--- src/rtl/vortex_launch_ctrl.sv ---
`default_nettype none
// ============================================================================
// Module   : vortex_launch_ctrl
// Purpose  : Sequences one Vortex kernel launch. The core is held in reset,
//            its PC reset value is loaded, then reset is released and the
//            controller tracks vx_busy until the kernel ends. Sticky done and
//            error flags plus a launch cycle count feed the status registers.
// Revision : 1.0 - initial release
// ----------------------------------------------------------------------------
// Ports
//   clk              in   1          clock
//   reset            in   1          synchronous, active-high reset
//   start_req        in   1          one-cycle launch request (START reg write)
//   pc_reset_val_in  in   32         kernel entry PC, sampled on accepted start
//   done_clr         in   1          clears done / error flags
//   vx_busy          in   1          Vortex busy
//   vx_reset         out  1          Vortex reset (active-high)
//   vx_pc_reset_val  out  32         Vortex PC reset value (latched)
//   busy             out  1          launch in progress (state != IDLE)
//   done             out  1          sticky: kernel completed
//   err_no_busy      out  1          sticky: vx_busy never rose in time
//   err_timeout      out  1          sticky: watchdog expired in RUN
//   cycle_count      out  CNT_WIDTH  cycles spent in WAIT_BUSY + RUN
// ----------------------------------------------------------------------------
// Configuration macro
//   VX_LAUNCH_WATCHDOG_EN : when defined, a RUN-state watchdog aborts the
//                           launch after WATCHDOG_CYCLES cycles and raises
//                           err_timeout. When undefined, err_timeout is 0.
// ============================================================================
module vortex_launch_ctrl #(
  parameter int unsigned RESET_CYCLES           = 8,
  parameter int unsigned BUSY_WAIT_CYCLES       = 64,
  parameter logic [31:0] WATCHDOG_CYCLES        = 32'h0100_0000,
  parameter logic [31:0] PC_RESET_VAL_RESET_VAL = 32'hF000_0000,
  parameter int unsigned CNT_WIDTH              = 32
) (
  input  logic                 clk,
  input  logic                 reset,
  input  logic                 start_req,
  input  logic [31:0]          pc_reset_val_in,
  input  logic                 done_clr,
  input  logic                 vx_busy,
  output logic                 vx_reset,
  output logic [31:0]          vx_pc_reset_val,
  output logic                 busy,
  output logic                 done,
  output logic                 err_no_busy,
  output logic                 err_timeout,
  output logic [CNT_WIDTH-1:0] cycle_count
);

  localparam int unsigned HOLD_W = (RESET_CYCLES > 1) ? $clog2(RESET_CYCLES) : 1;
  localparam int unsigned WAIT_W = (BUSY_WAIT_CYCLES > 1) ? $clog2(BUSY_WAIT_CYCLES) : 1;

  // Terminal values: counters start at 0 (wait) or at the top (hold), so the
  // exit compare sits on the last cycle of the respective window.
  localparam logic [HOLD_W-1:0] HOLD_LOAD = HOLD_W'(RESET_CYCLES - 1);
  localparam logic [WAIT_W-1:0] WAIT_LAST = WAIT_W'(BUSY_WAIT_CYCLES - 1);

  typedef enum logic [2:0] {
    S_IDLE       = 3'd0,
    S_RESET_HOLD = 3'd1,
    S_WAIT_BUSY  = 3'd2,
    S_RUN        = 3'd3,
    S_DONE       = 3'd4
  } state_t;

  state_t              state;
  logic [HOLD_W-1:0]   hold_cnt;
  logic [WAIT_W-1:0]   wait_cnt;
  // Remembers that DONE was entered through an error path so done stays low.
  logic                err_exit;

`ifdef VX_LAUNCH_WATCHDOG_EN
  localparam logic [31:0] WD_LAST = WATCHDOG_CYCLES - 32'd1;
  logic [31:0]         run_cnt;
`else
  // Watchdog compiled out: the parameter is kept for a uniform interface.
  logic                unused_watchdog;
  assign unused_watchdog = ^WATCHDOG_CYCLES;
  assign err_timeout     = 1'b0;
`endif

  always_ff @(posedge clk) begin
    if (reset) begin
      state           <= S_IDLE;
      vx_reset        <= 1'b1;
      vx_pc_reset_val <= PC_RESET_VAL_RESET_VAL;
      busy            <= 1'b0;
      done            <= 1'b0;
      err_no_busy     <= 1'b0;
      cycle_count     <= '0;
      hold_cnt        <= '0;
      wait_cnt        <= '0;
      err_exit        <= 1'b0;
`ifdef VX_LAUNCH_WATCHDOG_EN
      err_timeout     <= 1'b0;
      run_cnt         <= '0;
`endif
    end else begin
      // Clear first; any flag set later in this block overrides it, which
      // gives "set wins" when a flag event and done_clr coincide.
      if (done_clr) begin
        done        <= 1'b0;
        err_no_busy <= 1'b0;
`ifdef VX_LAUNCH_WATCHDOG_EN
        err_timeout <= 1'b0;
`endif
      end

      // Launch time covers WAIT_BUSY and RUN, saturating at all-ones.
      if ((state == S_WAIT_BUSY || state == S_RUN) && (cycle_count != '1)) begin
        cycle_count <= cycle_count + 1'b1;
      end

      case (state)
        S_IDLE: begin
          if (start_req) begin
            state           <= S_RESET_HOLD;
            vx_pc_reset_val <= pc_reset_val_in;
            busy            <= 1'b1;
            vx_reset        <= 1'b1;
            done            <= 1'b0;
            err_no_busy     <= 1'b0;
            cycle_count     <= '0;
            hold_cnt        <= HOLD_LOAD;
            err_exit        <= 1'b0;
`ifdef VX_LAUNCH_WATCHDOG_EN
            err_timeout     <= 1'b0;
`endif
          end
        end

        S_RESET_HOLD: begin
          if (hold_cnt == '0) begin
            state    <= S_WAIT_BUSY;
            vx_reset <= 1'b0;
            wait_cnt <= '0;
          end else begin
            hold_cnt <= hold_cnt - 1'b1;
          end
        end

        S_WAIT_BUSY: begin
          if (vx_busy) begin
            state <= S_RUN;
`ifdef VX_LAUNCH_WATCHDOG_EN
            run_cnt <= '0;
`endif
          end else if (wait_cnt == WAIT_LAST) begin
            state       <= S_DONE;
            vx_reset    <= 1'b1;
            err_no_busy <= 1'b1;
            err_exit    <= 1'b1;
          end else begin
            wait_cnt <= wait_cnt + 1'b1;
          end
        end

        S_RUN: begin
          if (!vx_busy) begin
            state    <= S_DONE;
            vx_reset <= 1'b1;
          end
`ifdef VX_LAUNCH_WATCHDOG_EN
          else if (run_cnt == WD_LAST) begin
            // Stop a runaway kernel by putting the core back into reset.
            state       <= S_DONE;
            vx_reset    <= 1'b1;
            err_timeout <= 1'b1;
            err_exit    <= 1'b1;
          end else begin
            run_cnt <= run_cnt + 1'b1;
          end
`endif
        end

        S_DONE: begin
          state <= S_IDLE;
          busy  <= 1'b0;
          if (!err_exit) begin
            done <= 1'b1;
          end
        end

        default: begin
          state    <= S_IDLE;
          busy     <= 1'b0;
          vx_reset <= 1'b1;
        end
      endcase
    end
  end

endmodule
`default_nettype wire

--- config.mk ---
export PLATFORM = sky130hd
export DESIGN_NAME = vortex_launch_ctrl
export DESIGN_NICKNAME = d
export VERILOG_FILES = /design/src/rtl/vortex_launch_ctrl.sv
export SDC_FILE = /design/constraint.sdc
export NUM_CORES = 1
export LEC_CHECK = 0
export BUFFER_PORTS_ARGS = -buffer_cell sky130_fd_sc_hd__buf_4
export CORE_ASPECT_RATIO = 1.1
export CORE_MARGIN = 4
export CORE_UTILIZATION = 45
export DETAILED_ROUTE_END_ITERATION = 10
export HOLD_SLACK_MARGIN = 0.12
export PLACE_DENSITY = 0.74
export REMOVE_ABC_BUFFERS = 1
export SLEW_MARGIN = 20
export SYNTH_ARGS = -nofsm -noshare
export SYNTH_HDL_FRONTEND = slang
export SYNTH_SLANG_ARGS = --single-unit
--- constraint.sdc ---
create_clock -name clk -period 1.8 [get_ports clk]
set_input_delay 0.27 -clock clk [delete_from_list [all_inputs] [get_ports clk]]
set_output_delay 0.27 -clock clk [all_outputs]
set_load 0.03 [all_outputs]
---- Word-level counts from Yosys, hierarchy flattened ----
Index checks and enable logic that the tools add are counted.
word-level totals
  register bits ........................... 81
  logic and storage cells ................. 78
  input bits .............................. 37
operators by class
  eq/ne operators ......................... 14
  $add $sub $neg .......................... 3
  muxes and demuxes ....................... 34
  reductions and logical operators ........ 15
  bitwise operators ....................... 2
operator list
  kind                   number
  $mux 32                3
  $add 32x1->32 const B  1
  $ne 32x32->1 const B   1
  $mux 3                 7
  $mux 6                 3
  $mux 1                 13
  $ne 2x2->1 const B     6
  $pmux 3 s4             1
  $pmux 6 s2             1
  $reduce_and 4->1       3
  $pmux 1 s2             4
  $add 6x1->6 const B    1
  $eq 3x2->1 const B     2
  $eq 6x6->1 const B     1
  $logic_not 3->1        2
  $pmux 3 s2             1
  $reduce_and 6->1       1
  $reduce_bool 2->1      3
  $pmux 1 s5             1
  $reduce_and 2->1       2
  $eq 3x1->1 const B     1
  $eq 3x3->1 const B     1
  $ne 3x2->1 const B     1
  $reduce_and 3->1       1
  other kinds (6)        7

---- Longest topological paths before layout ----
  depth after elaboration ................. 6
  depth in mapped cells ................... 8
  gate-level depth less buffers ........... 8

---- Worst setup path before layout ----
OpenSTA, ideal clock, no wires.
  kind .................................... reg-to-reg
  start point ............................. register cycle_count[10]
  end point ............................... register cycle_count[1]
  slack ................................... -0.313 ns
  clock period less this slack ............ 2.113 ns
  path buffers ............................ 3
  required time ........................... 1.730 ns
  cell stages (with the launch flop) ...... 9
  arrival ................................. 2.044 ns
  cell sequence ........................... dfxtp_1 > clkbuf_2 > nand4_1 > nor4_4 > and3_1 > buf_2 > buf_2 > o21ai_0 > a21oi_1
on the way
  word-level cells in the longest chain between the ends .. 5
ends and longest elaborated chain
  item                    line  RTL
  start, declared         49    output logic [CNT_WIDTH-1:0] cycle_count
  start signal, assigned  113   cycle_count <= cycle_count + 1'b1;
  $ne 32x32->1 *          112   if ((state == S_WAIT_BUSY || state == S_RUN) && (cycle_count != '1)) begin
  $logic_and 1x1->1 *     112
  $mux 32 *               112
  $mux 32                 118   if (start_req) begin
  $mux 32 *               116   case (state)
Every way passes the cells marked *; elsewhere a longest branch is shown, timed or not.
A chain may end at the register's enable or synchronous reset.

---- Worst setup path after layout ----
  start point ............................. register cycle_count[0]
  end point ............................... register cycle_count[27]
on the way
  word-level cells in the longest chain between the ends .. 5
  elaborated cells between the ends (all ways) .. 6
  those cells by class .................... add/sub: 1; eq/ne: 1; mux: 3; reduce/logical: 1
ends and longest elaborated chain
  item                                                   line
  branches (longest 2 deep; another with $add 32x1->32)  --
  $mux 32 *                                              112
  $mux 32                                                118
  $mux 32 *                                              116
Every way passes the cells marked *.

==> run metrics <==
metal2 WL=5380 um; Max Root-Sink Buffers=2; Sink Count=81; gr usage total=0.214; Die X=92.7 um; Final Net Count=647; CTS tree=built; clk slew on worst S/H paths=0.08 ns; main combinational cell family by area after synthesis=simple AND/OR/NAND/NOR gates; I/O Buffers=104; Avg Cell Area, Syn=8.13 sq um; Die Y=101 um; Final Instance Count excl. Fillers=716; Yosys cell types=47; WL/cell=14.6 um; aggregate global routing overflow=0; Die ar.=0.00938 sq mm; Final Max Tran Viols=0; failing checks=setup timing; Synth Area in XOR/XNOR=0.0271; Critical path origin=cycle_count[0]$_SDFF_PP0_; Worst-Margin Slew=0.516 ns; Mapped Area=0.00355 sq mm; placer congestion estimate=0.860; post-layout min period=1.88 ns; Reg2Reg Depth=6; RSZ-0062 raised after global routing=true; Core Region=0.00756 sq mm; worst r2r src=cycle_count[0]$_SDFF_PP0_; r2r setup slk=-0.08 ns; mux contribution to synthesized area=0.00564; status=finished with violations; Synth Area in Adders=0.0141; Post-Synth Simple-Gate Area=0.289; Detailed Route Iter0 Violations=129; Inst Count DP=694; initial antenna violation count=0; worst path arrival time=2.18 ns; Antenna Nets Post-Route=0; total CTS buffers=9; crit path kind=reg2reg; largest net degree at the start of global routing=44; metal3 WL=412 um; Syn Inst Count=437; htree depth=3; Skew-Pair Late Insertion Delay=0.36 ns; WP data required=2.10 ns; end of the critical path=cycle_count[27]$_SDFF_PP0_; Power per Cell Area=845 mW/mm^2; Crit. End Element=flop; drt via density=5.33; Yosys warning total=0; Top Layer Used=met4; max cap viols=0; crit-path max FO=5; EDFF count, synth=0; sequential element share of the synthesized area=0.457; DR vias=3813; Routed met1 length=4420 um; Worst IR Drop VDD=668 uV; drt first pass iters=4; Synth Flop Type=dfxtp_1; Detailed Place HPWL=7480 um; Pleak=2.30 nW; Post-route DRC=0; number of global-route vias before repair=3604; Hold Startpoint=pc_reset_val_in[28]; ratio of final minimum period to clock period=1.04; worst rel slew slack=0.655; P&R area growth vs syn=51.2%; ANT cells=0; synthesized flop and latch total=81; worst r2r dst=cycle_count[27]$_SDFF_PP0_; PnR worst setup slack=-0.0793 ns; count of boundary I/O pins=106; CP Launch Type=flop; layout cells sized above 1=0.398; global-route wire length before repair=16400 um; clock root cell=clkbuf_8; Total Power=4.54 mW; Synth async-reset ratio=0; complex-gate fraction of the synthesized area=0.172; clock skew=0.0105 ns; Hold Fails Final Rpt=0; final wirelength=10500 um; FMAX=532 MHz; Final Setup Violations=4; num rows=33; Starting Density=0.470; Hold Path Class=in2reg
## cells by family after synthesis
family,after synthesis
flops,81
buf+inv,30
simple gates,205
fa+ha+maj,4
xor+xnor,11
other cells,1
mux,2
compound gates,103
## cells in the final DEF (no fill, tap or decap), types with 6 or more instances in the layout
cell / synthesis / layout
a211oi_1: 12 / 11
buf_4: 1 / 173
dfxtp_1: 81 / 66
or4_1: 6 / 6
xnor2_1: 10 / 10
dfxtp_2: 0 / 15
nand2_1: 89 / 89
buf_6: 0 / 7
nand4_1: 13 / 13
nand3_1: 12 / 10
clkbuf_8: 0 / 9
a21oi_1: 56 / 52
o211ai_1: 6 / 6
inv_1: 7 / 7
o21ai_0: 13 / 8
or3_1: 13 / 11
nand3b_1: 7 / 7
nor2_1: 30 / 29
## per-layer routing
layer,vias to the layer above,track usage
met5,-,0
met4,0,0.0846
met3,26,0.0394
met2,80,0.377
met1,1811,0.261
li1,1896,-
## state kept, by name (all words and copies together) (netlist names)
register and count:
err_no_busy 1, err_exit 1, state 3, done 1, hold_cnt 3, wait_cnt 6, vx_reset 1, cycle_count 32
busy 1, vx_pc_reset_val 32
## worst min path at each step
stage	depth (start not counted)	slack, ns	endpoint
4_1_cts	3	0.12	vx_pc_reset_val[28]$_SDFFE_PP1P_
2_1_floorplan	1	0.34	vx_pc_reset_val[0]$_SDFFE_PP0P_
3_5_place_dp	2	0.45	vx_pc_reset_val[22]$_SDFFE_PP0P_
6_report	3	0.13	vx_pc_reset_val[28]$_SDFFE_PP1P_
3_3_place_gp	2	0.44	vx_pc_reset_val[12]$_SDFFE_PP0P_
5_1_grt	3	0.12	vx_pc_reset_val[29]$_SDFFE_PP1P_
## synthesized netlist by cell type (all sizes together), types with 7 or more instances
cell type	count	area, sq um
o21ai	13	65.1
nand2	89	334
a21oi	56	280
or3	13	81.3
nor2	30	113
nor3	7	40.0
dfxtp	81	1620
xnor2	10	87.6
inv	7	26.3
nand3	12	60.1
a211oi	12	90.1
clkbuf	16	61.3
nand4	14	93.8
buf	7	35.0
nand3b	7	52.6
## repair_timing
item / in CTS / in global routing
setup buffers: 1 / 3
pin swaps: 3 / 24
hold buffers: 1 / 0
hold endpoints to repair: 1 / 0
gates resized for setup: 8 / 48
endpoints found under the setup margin: 14 / 26
gates cloned: 0 / 1
## metrics by stage
step / setup TNS (ns) / worst slack (ns) / instance area [sq um] / utilization / hold WS, ns
6_report: -0.187 / -0.0793 / 5370 / 0.710 / 0.127
3_5_place_dp: -0.719 / -0.122 / 4910 / 0.650 / 0.447
2_1_floorplan: -55.04 / -1.20 / 3450 / - / 0.339
3_3_place_gp: -0.163 / -0.102 / 4910 / 0.650 / 0.443
5_1_grt: -1.51 / -0.136 / 5370 / 0.710 / 0.123
4_1_cts: -0.133 / -0.0837 / 5190 / 0.687 / 0.123
## layout make-up
| cell class | count | area (sq um) |
|---|---|---|
| fillers | 597 | 2190 |
| clock inverters | 6 | 115 |
| flip-flops and latches | 81 | 1640 |
| repair buffers | 181 | 1390 |
| inverters | 7 | 26.3 |
| clock buffers | 10 | 128 |
| multi-input cells | 326 | 1940 |
| well taps | 105 | 131 |
## report_power, final
| part | switching [mW] | internal (mW) |
|---|---|---|
| logic | 0.567 | 0.376 |
| clock network | 0.689 | 0.929 |
| registers | 0.0700 | 1.91 |
## worst max-delay path, stage by stage, from the launching register on
cell and delay [ns]:
dfxtp_2 0.34, ha_4 0.16, and3_4 0.17, and3_4 0.18
a2111o_1 0.42, or4_1 0.48, nand2_1 0.08
Note: power is estimated with default switching activity, not from simulation.
